**config.mk**
```make
export PLATFORM = sky130hd
export DESIGN_NAME = addr_ctr
export DESIGN_NICKNAME = d
export VERILOG_FILES = /design/src/rtl/addr_ctr_pkg.sv /design/src/rtl/ret_stack.sv /design/src/rtl/addr_ctr.sv
export SDC_FILE = /design/constraint.sdc
export NUM_CORES = 1
export LEC_CHECK = 0
export BUFFER_PORTS_ARGS = -buffer_cell sky130_fd_sc_hd__buf_2
export CAP_MARGIN = 25
export CORE_MARGIN = 2
export CORE_UTILIZATION = 32
export DETAILED_ROUTE_END_ITERATION = 10
export GPL_TIMING_DRIVEN = 0
export SYNTH_ARGS = -nofsm -noshare
export SYNTH_HDL_FRONTEND = slang
export SYNTH_HIERARCHICAL = 1
export SYNTH_SLANG_ARGS = --single-unit
```
**constraint.sdc**
```tcl
create_clock -name clk -period 12.4 [get_ports clk]
set_input_delay 0.62 -clock clk [delete_from_list [all_inputs] [get_ports clk]]
set_output_delay 0.62 -clock clk [all_outputs]
set_load 0.05 [all_outputs]
```
**src/rtl/addr_ctr_pkg.sv**
```systemverilog
// Shared types for the address counter: the operation encoding and the
// priority decoder that maps control strobes onto a single operation.
package addr_ctr_pkg;

  typedef enum logic [2:0] {
    OP_HOLD,
    OP_INC,
    OP_DEC,
    OP_JMP,
    OP_CALL,
    OP_RET
  } op_e;

  // ret beats call beats jmp beats counting; exactly one op per cycle.
  function automatic op_e decode_op(
    input logic en,
    input logic ret,
    input logic call,
    input logic jmp,
    input logic dir
  );
    if (!en)       return OP_HOLD;
    else if (ret)  return OP_RET;
    else if (call) return OP_CALL;
    else if (jmp)  return OP_JMP;
    else if (dir)  return OP_INC;
    else           return OP_DEC;
  endfunction

endpackage

```
**src/rtl/ret_stack.sv**
```systemverilog
// Return-address LIFO: registered occupancy and flags, top entry readable
// combinationally so a pop can load the counter in the same cycle.
module ret_stack #(
  parameter int WIDTH = 10,
  parameter int DEPTH = 4
) (
  input  logic             clk,
  input  logic             rst,
  input  logic             push,
  input  logic             pop,
  input  logic [WIDTH-1:0] din,
  output logic [WIDTH-1:0] dout,
  output logic             full,
  output logic             empty
);

  localparam int CW    = $clog2(DEPTH + 1);
  localparam int AW    = (DEPTH > 1) ? $clog2(DEPTH) : 1;
  localparam int MEM_D = 1 << AW;

  logic [WIDTH-1:0] r_mem [MEM_D];
  logic [CW-1:0]    r_count;
  logic             r_full;
  logic             r_empty;

  logic [CW-1:0]    w_count_nxt;
  logic             w_do_push;
  logic             w_do_pop;
  logic [AW-1:0]    w_wr_idx;
  logic [AW-1:0]    w_rd_idx;

  assign w_do_push = push && !r_full;
  assign w_do_pop  = pop && !r_empty && !push;
  assign w_wr_idx  = r_count[AW-1:0];
  assign w_rd_idx  = r_count[AW-1:0] - AW'(1);

  // NOTE: every variable assigned in always_comb gets a default first so no latch is inferred.
  always_comb begin
    w_count_nxt = r_count;
    if (w_do_push)     w_count_nxt = r_count + CW'(1);
    else if (w_do_pop) w_count_nxt = r_count - CW'(1);
  end

  // NOTE: sequential state uses non-blocking assignments only.
  always_ff @(posedge clk) begin
    if (rst) begin
      r_count <= '0;
      r_full  <= 1'b0;
      r_empty <= 1'b1;
    end else begin
      r_count <= w_count_nxt;
      r_full  <= (w_count_nxt == CW'(DEPTH));
      r_empty <= (w_count_nxt == '0);
    end
  end

  // NOTE: storage is not reset; occupancy alone decides which entries are valid.
  always_ff @(posedge clk) begin
    if (!rst && w_do_push) r_mem[w_wr_idx] <= din;
  end

  assign dout  = r_mem[w_rd_idx];
  assign full  = r_full;
  assign empty = r_empty;

endmodule

```
**src/rtl/addr_ctr.sv**
```systemverilog
// Bounded memory-address counter with step, wrap/saturate bounds and a
// call/return LIFO. All outputs are registered on clk.
module addr_ctr
  import addr_ctr_pkg::*;
#(
  parameter int WIDTH       = 10,
  parameter int STEP        = 1,
  parameter int RST_VAL     = 0,
  parameter int STACK_DEPTH = 4
) (
  input  logic             clk,
  input  logic             rst,
  input  logic             en,
  input  logic             dir,
  input  logic             jmp,
  input  logic [WIDTH-1:0] jmp_loc,
  input  logic             call,
  input  logic             ret,
  input  logic [WIDTH-1:0] lo_bound,
  input  logic [WIDTH-1:0] hi_bound,
  input  logic             wrap_mode,
  output logic [WIDTH-1:0] ctr_out,
  output logic             at_bound,
  output logic             stk_empty,
  output logic             stk_full,
  output logic             stk_err
);

  localparam logic [WIDTH:0]   STEP_X = (WIDTH+1)'(STEP);
  localparam logic [WIDTH-1:0] RST_W  = WIDTH'(RST_VAL);

  logic [WIDTH-1:0] r_ctr;
  logic             r_err;
  logic             r_at_bound;

  op_e              w_op;
  logic             w_stk_full;
  logic             w_stk_empty;
  logic [WIDTH-1:0] w_stk_top;
  logic             w_push;
  logic             w_pop;
  logic [WIDTH-1:0] w_ret_addr;
  logic [WIDTH:0]   w_inc_sum;
  logic [WIDTH:0]   w_dec_floor;
  logic             w_inc_over;
  logic             w_dec_under;
  logic [WIDTH-1:0] w_ctr_nxt;
  logic             w_err_set;

  assign w_op = decode_op(en, ret, call, jmp, dir);

  assign w_push     = (w_op == OP_CALL) && !w_stk_full;
  assign w_pop      = (w_op == OP_RET) && !w_stk_empty;
  assign w_ret_addr = r_ctr + STEP_X[WIDTH-1:0];

  // One extra bit so overflow past 2^WIDTH and underflow below zero both
  // show up as ordinary out-of-bound comparisons.
  assign w_inc_sum   = {1'b0, r_ctr} + STEP_X;
  assign w_inc_over  = (w_inc_sum > {1'b0, hi_bound}) || (r_ctr > hi_bound);
  assign w_dec_floor = {1'b0, lo_bound} + STEP_X;
  assign w_dec_under = {1'b0, r_ctr} < w_dec_floor;

  always_comb begin
    w_ctr_nxt = r_ctr;
    w_err_set = 1'b0;
    unique case (w_op)
      OP_RET: begin
        if (w_stk_empty) w_err_set = 1'b1;
        else             w_ctr_nxt = w_stk_top;
      end
      OP_CALL: begin
        if (w_stk_full) w_err_set = 1'b1;
        else            w_ctr_nxt = jmp_loc;
      end
      OP_JMP: w_ctr_nxt = jmp_loc;
      OP_INC: begin
        if (w_inc_over) w_ctr_nxt = wrap_mode ? lo_bound : hi_bound;
        else            w_ctr_nxt = w_inc_sum[WIDTH-1:0];
      end
      OP_DEC: begin
        if (w_dec_under) w_ctr_nxt = wrap_mode ? hi_bound : lo_bound;
        else             w_ctr_nxt = r_ctr - STEP_X[WIDTH-1:0];
      end
      default: w_ctr_nxt = r_ctr;
    endcase
  end

  // at_bound is evaluated on the value being loaded so it lines up with ctr_out.
  always_ff @(posedge clk) begin
    if (rst) begin
      r_ctr      <= RST_W;
      r_err      <= 1'b0;
      r_at_bound <= (RST_W == lo_bound) || (RST_W == hi_bound);
    end else if (en) begin
      r_ctr      <= w_ctr_nxt;
      r_at_bound <= (w_ctr_nxt == lo_bound) || (w_ctr_nxt == hi_bound);
      if (w_err_set) r_err <= 1'b1;
    end
  end

  ret_stack #(
    .WIDTH (WIDTH),
    .DEPTH (STACK_DEPTH)
  ) u_ret_stack (
    .clk   (clk),
    .rst   (rst),
    .push  (w_push),
    .pop   (w_pop),
    .din   (w_ret_addr),
    .dout  (w_stk_top),
    .full  (w_stk_full),
    .empty (w_stk_empty)
  );

  assign ctr_out   = r_ctr;
  assign at_bound  = r_at_bound;
  assign stk_empty = w_stk_empty;
  assign stk_full  = w_stk_full;
  assign stk_err   = r_err;

endmodule

```
Yosys cells after proc, flatten, opt, wreduce, memory -nomap -nowiden
Memories as Yosys holds them, arrays and structs flattened.
Index checks and enable logic that the tools add are counted.

storage, ports and cells
  flip-flop bits (word level) = 17
  bits in writable memories = 40
  memories = 1
  bits of input ports = 38
  output and inout bits = 14
  word-level logic and storage cells = 64

cells by class
  reductions and logical operators = 18
  add/subtract/negate cells = 7
  order comparisons = 3
  equality and inequality tests = 8
  muxes and demuxes = 21

memory list
  name               depth  bits a word  read ports  clocked after Yosys merged registers in  write ports  line             text
  u_ret_stack.r_mem  4      10           1           0                                        1            ret_stack.sv:21  logic [WIDTH-1:0] r_mem [MEM_D];

operators by type and width
  cell                                                  number
  two-way mux 10 bit                                    6
  case mux 10 bit (5 select lines)                      1
  adder 10 x 1 -> 11 bit (second input constant)        2
  equality test 10 bit                                  2
  logical NOT 10 bit                                    2
  two-way mux 3 bit                                     5
  greater-than comparator 11 x 10 -> 1 bit              1
  less-than comparator 10 x 11 -> 1 bit                 1
  adder 10 x 1 -> 10 bit (second input constant)        1
  greater-than comparator 10 bit                        1
  subtractor 10 x 1 -> 10 bit (second input constant)   1
  equality test 3 bit (second input constant)           3
  equality test 3 x 2 -> 1 bit (second input constant)  2
  logical AND 1 bit                                     6
  two-way mux 1 bit                                     6
  logical NOT 1 bit                                     4
  two-way mux 2 bit                                     2
  adder 3 x 1 -> 3 bit (second input constant)          1
  equality test 3 x 1 -> 1 bit (second input constant)  1
  logical NOT 3 bit                                     1
  logical OR 1 bit                                      3
  subtractor 3 x 1 -> 3 bit (second input constant)     1
  case mux 1 bit (2 select lines)                       1
  AND reduction 2 bit                                   1
  2 further kinds                                       2

Logic depth before layout (Yosys ltp)
Gate-level depths: netlist of the first run.

  depth in word-level cells = 12
  mapped depth = 18
  mapped depth without buffers = 16

Cells and area by module
The synthesis of the first run kept the hierarchy.

modules (own cells, without submodules)
  module     instances  area an instance (µm²)  sequential area each (µm²)  cells each
  addr_ctr   1          3,069.2                 250.2                       410
  ret_stack  1          1,838.0                 1,301.2                     92

Worst setup path after synthesis of the first run
Ideal clock, no wire load.

  kind = flip-flop to flip-flop
  start = register r_ctr[0], in the netlist ctr_out[0]
  end = register r_at_bound, in the netlist at_bound (data pin)
  required time = 12.250 ns
  setup slack = 7.837 ns
  buffers on the path = 0
  cell stages (with the launch flop) = 16
  arrival = 4.413 ns
  period minus slack after synthesis = 4.563 ns
  cells stage by stage = dfxtp_1 -> ha_1 -> and4_1 -> xor2_1 -> ha_1 -> a211oi_1 -> o221ai_1 -> o221a_2 -> a2111oi_1 -> a211oi_1 -> or4_1 -> o2bb2ai_1 -> xnor2_1 -> nand3_1 -> or4_1 -> o211ai_2

on the way
  cells in the longest elaborated chain, start to end = 9
  elaborated cells on any way between the ends = 16
  those cells by class = add/sub (2); order compare (3); eq/ne (2); mux (7); reduce/logical (2)

ends and longest elaborated chain
  what                                      line            text
  start: declaration                        addr_ctr.sv:32  logic [WIDTH-1:0] r_ctr;
  start signal: assignment                  addr_ctr.sv:95  r_ctr <= w_ctr_nxt;
  adder 10 x 1 -> 11 bit *                  addr_ctr.sv:58  assign w_inc_sum = {1'b0, r_ctr} + STEP_X;
  via w_inc_sum[8]                          addr_ctr.sv:43  logic [WIDTH:0] w_inc_sum;
  greater-than comparator 11 x 10 -> 1 bit  addr_ctr.sv:59  assign w_inc_over = (w_inc_sum > {1'b0, hi_bound}) || (r_ctr > hi_bound);
  logical OR 1 bit                          addr_ctr.sv:59
  two-way mux 10 bit *                      addr_ctr.sv:77  if (w_inc_over) w_ctr_nxt = wrap_mode ? lo_bound : hi_bound;
  case mux 10 bit (5 select lines) *        addr_ctr.sv:66  unique case (w_op)
  equality test 10 bit                      addr_ctr.sv:96  r_at_bound <= (w_ctr_nxt == lo_bound) || (w_ctr_nxt == hi_bound);
  logical OR 1 bit *                        addr_ctr.sv:96
  two-way mux 1 bit *                       addr_ctr.sv:94  end else if (en) begin
  two-way mux 1 bit *                       addr_ctr.sv:90  if (rst) begin
  end signal: assignment                    addr_ctr.sv:93  r_at_bound <= (RST_W == lo_bound) || (RST_W == hi_bound);
  end signal: assignment                    addr_ctr.sv:96
  end: declaration                          addr_ctr.sv:34  logic r_at_bound;

Mark *: on every way through the listed nets, which the timed path passes. The rest lies on a longest branch. The select of a mux whose other input is x is not followed.
A chain may end at the register's enable or synchronous reset.

Worst setup path in the final report of the first run
Ends and elaborated chain as after synthesis.

==> results of run 1 <==
## worst max-delay path, cell delays in order (launching register included)
cell	delay, ns
dfxtp_1	0.71
ha_1	0.36
and4_1	0.23
xor2_1	0.62
ha_1	0.39
a211oi_1	0.26
o221ai_1	0.15
o221a_2	0.33
a2111oi_0	0.65
a211oi_2	0.14
o32ai_2	0.56
xnor2_1	0.12
a311oi_1	0.27
o2111ai_1	0.23
or3_1	0.37
o211ai_2	0.14
## report_power, final
group,internal (mW),switching [mW]
Sequential,0.212,0.0130
Combinational,0.0735,0.122
Clock,0.159,0.103
Total,0.445,0.238
## worst max path at each step
| stage | from | end |
|---|---|---|
| 5_1_grt | ctr_out[0]$_SDFFE_PP0P_ | at_bound$_DFFE_PP_ |
| 3_3_place_gp | ctr_out[1]$_SDFFE_PP0P_ | at_bound$_DFFE_PP_ |
| 3_5_place_dp | ctr_out[0]$_SDFFE_PP0P_ | at_bound$_DFFE_PP_ |
| 4_1_cts | ctr_out[0]$_SDFFE_PP0P_ | at_bound$_DFFE_PP_ |
| 2_1_floorplan | ctr_out[0]$_SDFFE_PP0P_ | at_bound$_DFFE_PP_ |
| 6_report | ctr_out[0]$_SDFFE_PP0P_ | at_bound$_DFFE_PP_ |
## flip-flops by register name, summed over array words and instances, names as in the netlist
signal / flops
at_bound: 1
ctr_out: 10
stk_err: 1
u_ret_stack/empty: 1
u_ret_stack/full: 1
u_ret_stack/r_count: 3
u_ret_stack/r_mem: 40
## cells by family (layout without fill, tap and decap cells)
logic type	count (synthesis)	in the layout	share of synthesized area
XOR/XNOR	34	34	0.0607
flip-flops	57	57	0.316
multiplexers	28	28	0.0831
buffers and inverters	52	111	0.0502
AND/OR/NAND/NOR	157	157	0.175
AO/OA/AOI/OAI	137	137	0.220
adder cells (fa/ha/maj)	37	37	0.0943
## final cells by class
type / instances / area share
timing repair buffer: 43 / 0.0380
sequential: 57 / 0.274
clock inverter: 7 / 0.0146
clock buffer: 9 / 0.0398
multi-input combinational: 393 / 0.549
buffer: 27 / 0.0267
tap: 188 / 0.0415
inverter: 25 / 0.0168
## cells in the mapped netlist, types with 9 or more instances
cell      instances  area share
a211oi_1         16       0.024
a21oi_1          22       0.022
and2_1            9       0.011
buf_2             9      0.0092
clkbuf_1         12      0.0092
dfxtp_1          16       0.065
edfxtp_1         41        0.25
ha_1             37       0.094
inv_1            24       0.018
mux2i_1          16       0.033
mux4_2           10       0.046
nand2_1          30       0.023
nand3_1          13       0.013
nand4_1          11       0.014
nor2_1           34       0.026
o211ai_1          9       0.014
o21ai_0          10       0.010
xnor2_1          24       0.043
xor2_1           10       0.018
## layer usage
metal | GRT usage | vias to the layer above
met5 | 0 | -
met4 | 0.0879 | 0
met3 | 0.0413 | 47
met2 | 0.335 | 199
met1 | 0.261 | 2192
li1 | - | 2071
## stage by stage
stage | std cells | total power, mW | instance area [µm²] | hold slack [ns]
global placement | 733 | 0.418 | 5360 | 0.456
floorplan | 502 | 0.362 | 4910 | 0.567
global route | 749 | 0.709 | 5670 | 0.504
CTS | 749 | 0.684 | 5670 | 0.483
detailed placement | 733 | 0.421 | 5360 | 0.470
finish | 749 | 0.683 | 5670 | 0.468
## placed cells by master (no fill, tap or decap), drive strengths merged, types with 5 or more instances in the layout
cell type	synthesis	layout
a2111oi	7	7
a211o	6	6
a211oi	19	19
a21oi	24	24
a221o	6	6
a221oi	5	5
and2	9	9
and3	7	7
buf	15	58
clkbuf	12	21
dfxtp	16	16
edfxtp	41	41
ha	37	37
inv	24	28
mux2i	16	16
mux4	10	10
nand2	30	30
nand3	13	13
nand4	11	11
nor2	34	34
nor2b	5	5
nor3	8	8
nor4	7	7
o211ai	11	11
o21ai	12	12
o22ai	5	5
o31ai	5	5
or4	7	7
xnor2	24	24
xor2	10	10
==> metrics.csv, run 1 <==
metric,value,unit
status,finished clean,
Worst Min Path Start,stk_err$_SDFFE_PP0P_,
HP Class,reg2reg,
max-slew violations,0,
post-layout minimum cycle time,5.68,ns
Max Cap Viol,0,
"Data required, critical path",12.59,ns
distinct cell type count after synthesis,84,
DR WL/cell,22.2,µm
Post-Syn Instances,502,
RSZ-0062 raised after global routing,false,
final wirelength,16600,µm
Ant. Diodes,0,
maximum vdd ir drop,94.9,µV
P&R area growth vs syn,15.5,%
Vias/cell,6.02,
Die W,128,µm
DR WL met2,7740,µm
Port Buf Inserts,43,
top sig layer,met4,
share of the yosys chip area belonging to registers,0.316,
Worst-Margin Slew,1.01,ns
top_reg_cell synth,edfxtp_1,
Clock Latency Late Sink,0.35,ns
met1 wire length,6980,µm
initial drt markers,351,
clock sinks,57,
yosys warns,6,
R2R cell count,15,
Max-slew headroom,0.309,
drc violations,0,
hpwl dp,12700,µm
crit path kind,reg2reg,
# IOs,52,
Post-Syn Area,4910,µm²
initial antenna violation count,0,
number of flops mapped to enable cells by yosys,41,
GR Util All Layers,0.204,
Max H-tree Level,3,
post-place setup slack,6.92,ns
# fillers,1515,
Initial Util,0.325,
number of buffers created by CTS,9,
Leak,2.16,nW
vias in the first global route,4324,
net count after synthesis,577,
final worst path period share,0.458,
post-CTS setup buffer count,0,
Die ar.,16300,µm²
area of the multi-input gates,3110,µm²
RD Place Congestion,0.970,
layout cells sized above 1,0.193,
worst clock skew,0.0113,ns
total grt overflow,0,
Die Span Y,128,µm
Crit. End Element,register,
"critical path fanouts, max",11,
"FF+latch count, synth",57,
largest net degree at the start of global routing,14,
Cell Rows,45,
clock slew at reported path FFs,0.06,ns
fmax,176,MHz
final core occ,0.375,
reg2reg end,at_bound$_DFFE_PP_,
final hold viol count,0,
Pwr Density,121,nW/µm²
"reg-to-reg slack, setup",6.72,ns
via count,4509,
Longest Clk Path Bufs,2,
Root Buffer,clkbuf_16,
Hold Path End,stk_err$_SDFFE_PP0P_,
final setup vio count,0,
nets@finish,631,
CTS tree,built,
Cells on Worst Hold Path,2,
drt pass-1 iters,6,
cts hold-fix bufs,0,
WL met3,1210,µm
"antenna viol nets, final",0,
post-CTS sizing,0,
CP arrival,5.87,ns
final worst slack,6.72,ns
syn avg cell area,9.78,µm²
post-route setup TNS,0,ns
reg2reg start,ctr_out[0]$_SDFFE_PP0P_,
global-route wire length before repair,25200,µm
Reg area,1550,µm²
Async SR Flop Fraction,0,
startpoint types,register,
core area,15100,µm²
(Power assumes the default switching activity.)
==> inputs of run 2 (changes only) <==
--- a/config.mk
+++ b/config.mk
@@ -5,6 +5,7 @@
 export SDC_FILE = /design/constraint.sdc
 export NUM_CORES = 1
 export LEC_CHECK = 0
+export ABC_AREA = 1
 export BUFFER_PORTS_ARGS = -buffer_cell sky130_fd_sc_hd__buf_2
 export CAP_MARGIN = 25
 export CORE_MARGIN = 2
==> constraint.sdc (replaced) <==
create_clock -name clk -period 4.9 [get_ports clk]
set_input_delay 0.245 -clock clk [delete_from_list [all_inputs] [get_ports clk]]
set_output_delay 0.245 -clock clk [all_outputs]
set_load 0.05 [all_outputs]
==> metrics.csv, run 2 <==
metric,value,unit
max reg flops,40,
DP Area,5310,µm²
"antenna viol nets, final",0,
post-CTS setup buffer count,0,
Synth area leader,edfxtp_1,
Root Buffer,clkbuf_16,
"most common cell after layout, fill and taps aside",nand2_1,
initial drt markers,419,
largest reg by FF count,u_ret_stack/r_mem,
via count,4699,
cts hold-fix bufs,0,
Max Cap Viol,0,
final setup vio count,0,
startpoint types,register,
Clock Latency Late Sink,0.34,ns
RD Place Congestion,0.920,
Die Span Y,127,µm
clock slew at reported path FFs,0.06,ns
"top cells by area, synth","edfxtp_1 (26%), nand2_1 (14%), ha_1 (9.6%)",
RSZ-0062 raised after global routing,false,
Synth Area in Compound Gates,0.110,
Async SR Flop Fraction,0,
Cell Rows,44,
final wirelength,14700,µm
GR Util All Layers,0.186,
R2R cell count,27,
DR WL/cell,15.8,µm
Synth Area in XOR/XNOR,0.0345,
CP endpoint,at_bound$_DFFE_PP_,
Vias/cell,5.06,
Max-slew headroom,0.316,
CP Launch Point,ctr_out[0]$_SDFFE_PP0P_,
CP arrival,4.15,ns
reg2reg start,ctr_out[0]$_SDFFE_PP0P_,
core area,14600,µm²
"critical path fanouts, max",10,
area of the multi-input gates,2850,µm²
# fillers,1550,
Commonest cells post-synth,"nand2_1 (185), inv_1 (71), nand3_1 (66)",
Worst-Margin Slew,1.02,ns
Max H-tree Level,3,
post-route setup TNS,0,ns
syn avg cell area,7.12,µm²
drc violations,0,
largest net degree at the start of global routing,13,
initial antenna violation count,0,
Worst path depth,27,
maximum vdd ir drop,138,µV
global-route wire length before repair,23300,µm
top_reg_cell synth,edfxtp_1,
final hold viol count,0,
Die W,127,µm
most numerous cell in the Yosys netlist,nand2_1,
max-slew violations,0,
Die ar.,16100,µm²
CTS tree,built,
main combinational cell family by area after synthesis,simple AND/OR/NAND/NOR gates,
# IOs,52,
Crit. End Element,register,
vias in the first global route,4436,
"reg-to-reg slack, setup",0.84,ns
hpwl dp,11300,µm
Ant. Diodes,0,
share of the yosys chip area belonging to registers,0.322,
post-CTS sizing,0,
drt pass-1 iters,5,
Reg area,1550,µm²
Longest Clk Path Bufs,2,
fmax,246,MHz
layout cells sized above 1,0.155,
most frequent cells in the layout,"nand2_1 (185), inv_1 (71), nand3_1 (66)",
crit path kind,reg2reg,
WP buf/inv,4,
Post-Syn Area,4820,µm²
Leak,2.66,nW
HP Class,in2reg,
Synth Area in Simple Gates,0.351,
Pwr Density,289,nW/µm²
Port Buf Inserts,50,
slowest CP cell,dfxtp_1,
share of the synthesized area in the top cell type,0.256,
status,finished clean,
post-layout minimum cycle time,4.06,ns
"delay-heaviest family, CP",simple AND/OR/NAND/NOR gates,
multiplexer share of the synthesized area,0,
distinct cell type count after synthesis,41,
yosys warns,6,
Post-Syn Instances,677,
reg2reg end,at_bound$_DFFE_PP_,
number of flops mapped to enable cells by yosys,41,
net count after synthesis,752,
clock sinks,57,
total grt overflow,0,
Initial Util,0.329,
P&R area growth vs syn,16.6,%
"FF+latch count, synth",57,
crit-path most repeated cell,nand2_1,
adder-cell share of the synthesized area,0.0961,
worst clock skew,0.0126,ns
nets@finish,814,
final worst path period share,0.828,
"Data required, critical path",4.99,ns
number of buffers created by CTS,9,
Final Instance Area,5620,µm²
Max stage delay on crit path,0.38,ns
-- run 2: cell count changes after synthesis, moves of 10 or more --
cell	before	now
a211oi_1	16	0
mux4_2	10	0
nand2_1	30	185
inv_1	24	71
nor2_1	34	60
nand3_1	13	66
o21ai_0	10	48
nand2_2	0	15
mux2i_1	16	0
xnor2_1	24	1
-- run 2: per-stage QoR --
stage | worst slack (ns) | cells | power (mW) | utilization | hold slack, ns
global route | 0.633 | 928 | 1.69 | 0.384 | 0.209
global placement | 0.940 | 911 | 0.950 | 0.362 | 0.480
CTS | 0.934 | 928 | 1.62 | 0.384 | 0.197
floorplan | 1.19 | 677 | 0.830 | - | 0.314
detailed placement | 0.964 | 912 | 0.949 | 0.362 | 0.488
finish | 0.842 | 928 | 1.62 | 0.384 | 0.187
-- run 2: worst min path at each step --
stage,startpoint,endpoint,slack (ns),cells after the start
floorplan,rst,u_ret_stack/r_count[1]$_SDFF_PP0_,0.31,1
global placement,stk_err$_SDFFE_PP0P_,stk_err$_SDFFE_PP0P_,0.48,2
detailed placement,stk_err$_SDFFE_PP0P_,stk_err$_SDFFE_PP0P_,0.49,2
CTS,rst,u_ret_stack/r_count[2]$_SDFF_PP0_,0.20,2
global route,rst,u_ret_stack/r_count[2]$_SDFF_PP0_,0.21,2
finish,rst,u_ret_stack/r_count[2]$_SDFF_PP0_,0.19,2
-- run 2: worst reg2reg max path, delay by kind of cell, from the launching register on --
kind / cells / cell delay, ns
AND/OR/NAND/NOR: 21 / 2.39
buffers and inverters: 4 / 0.56
flip-flops: 1 / 0.38
adder cells (fa/ha/maj): 1 / 0.33
AO/OA/AOI/OAI: 1 / 0.17
-- run 2: kinds of logic (layout without fill, tap and decap cells) --
group           Yosys count  after routing
simple gates            371            371
xor+xnor                 19             19
compound gates           95             95
buf+inv                  98            165
flops                    57             57
fa+ha+maj                37             37
-- run 2: power by group --
part	total, mW	switching [mW]	internal (mW)	leakage (nW)
Combinational	0.400	0.272	0.128	2.00
Clock	0.677	0.236	0.441	0.144
Sequential	0.546	0.0157	0.531	0.509
Total	1.62	0.523	1.10	2.66
-- run 2: layout make-up --
class,count,area share
timing repair buffer,51,0.0459
clock inverter,6,0.0147
multi-input combinational,522,0.508
buffer,19,0.0212
inverter,79,0.0528
sequential,57,0.276
clock buffer,10,0.0408
tap,184,0.0410
-- run 2: metal layers --
metal | up-vias | wire length (µm) | track usage
met3 | 27 | 902 | 0.0363
met5 | - | 0 | 0
met1 | 2108 | 6600 | 0.242
met2 | 183 | 6840 | 0.310
li1 | 2381 | - | -
met4 | 0 | 346 | 0.0627
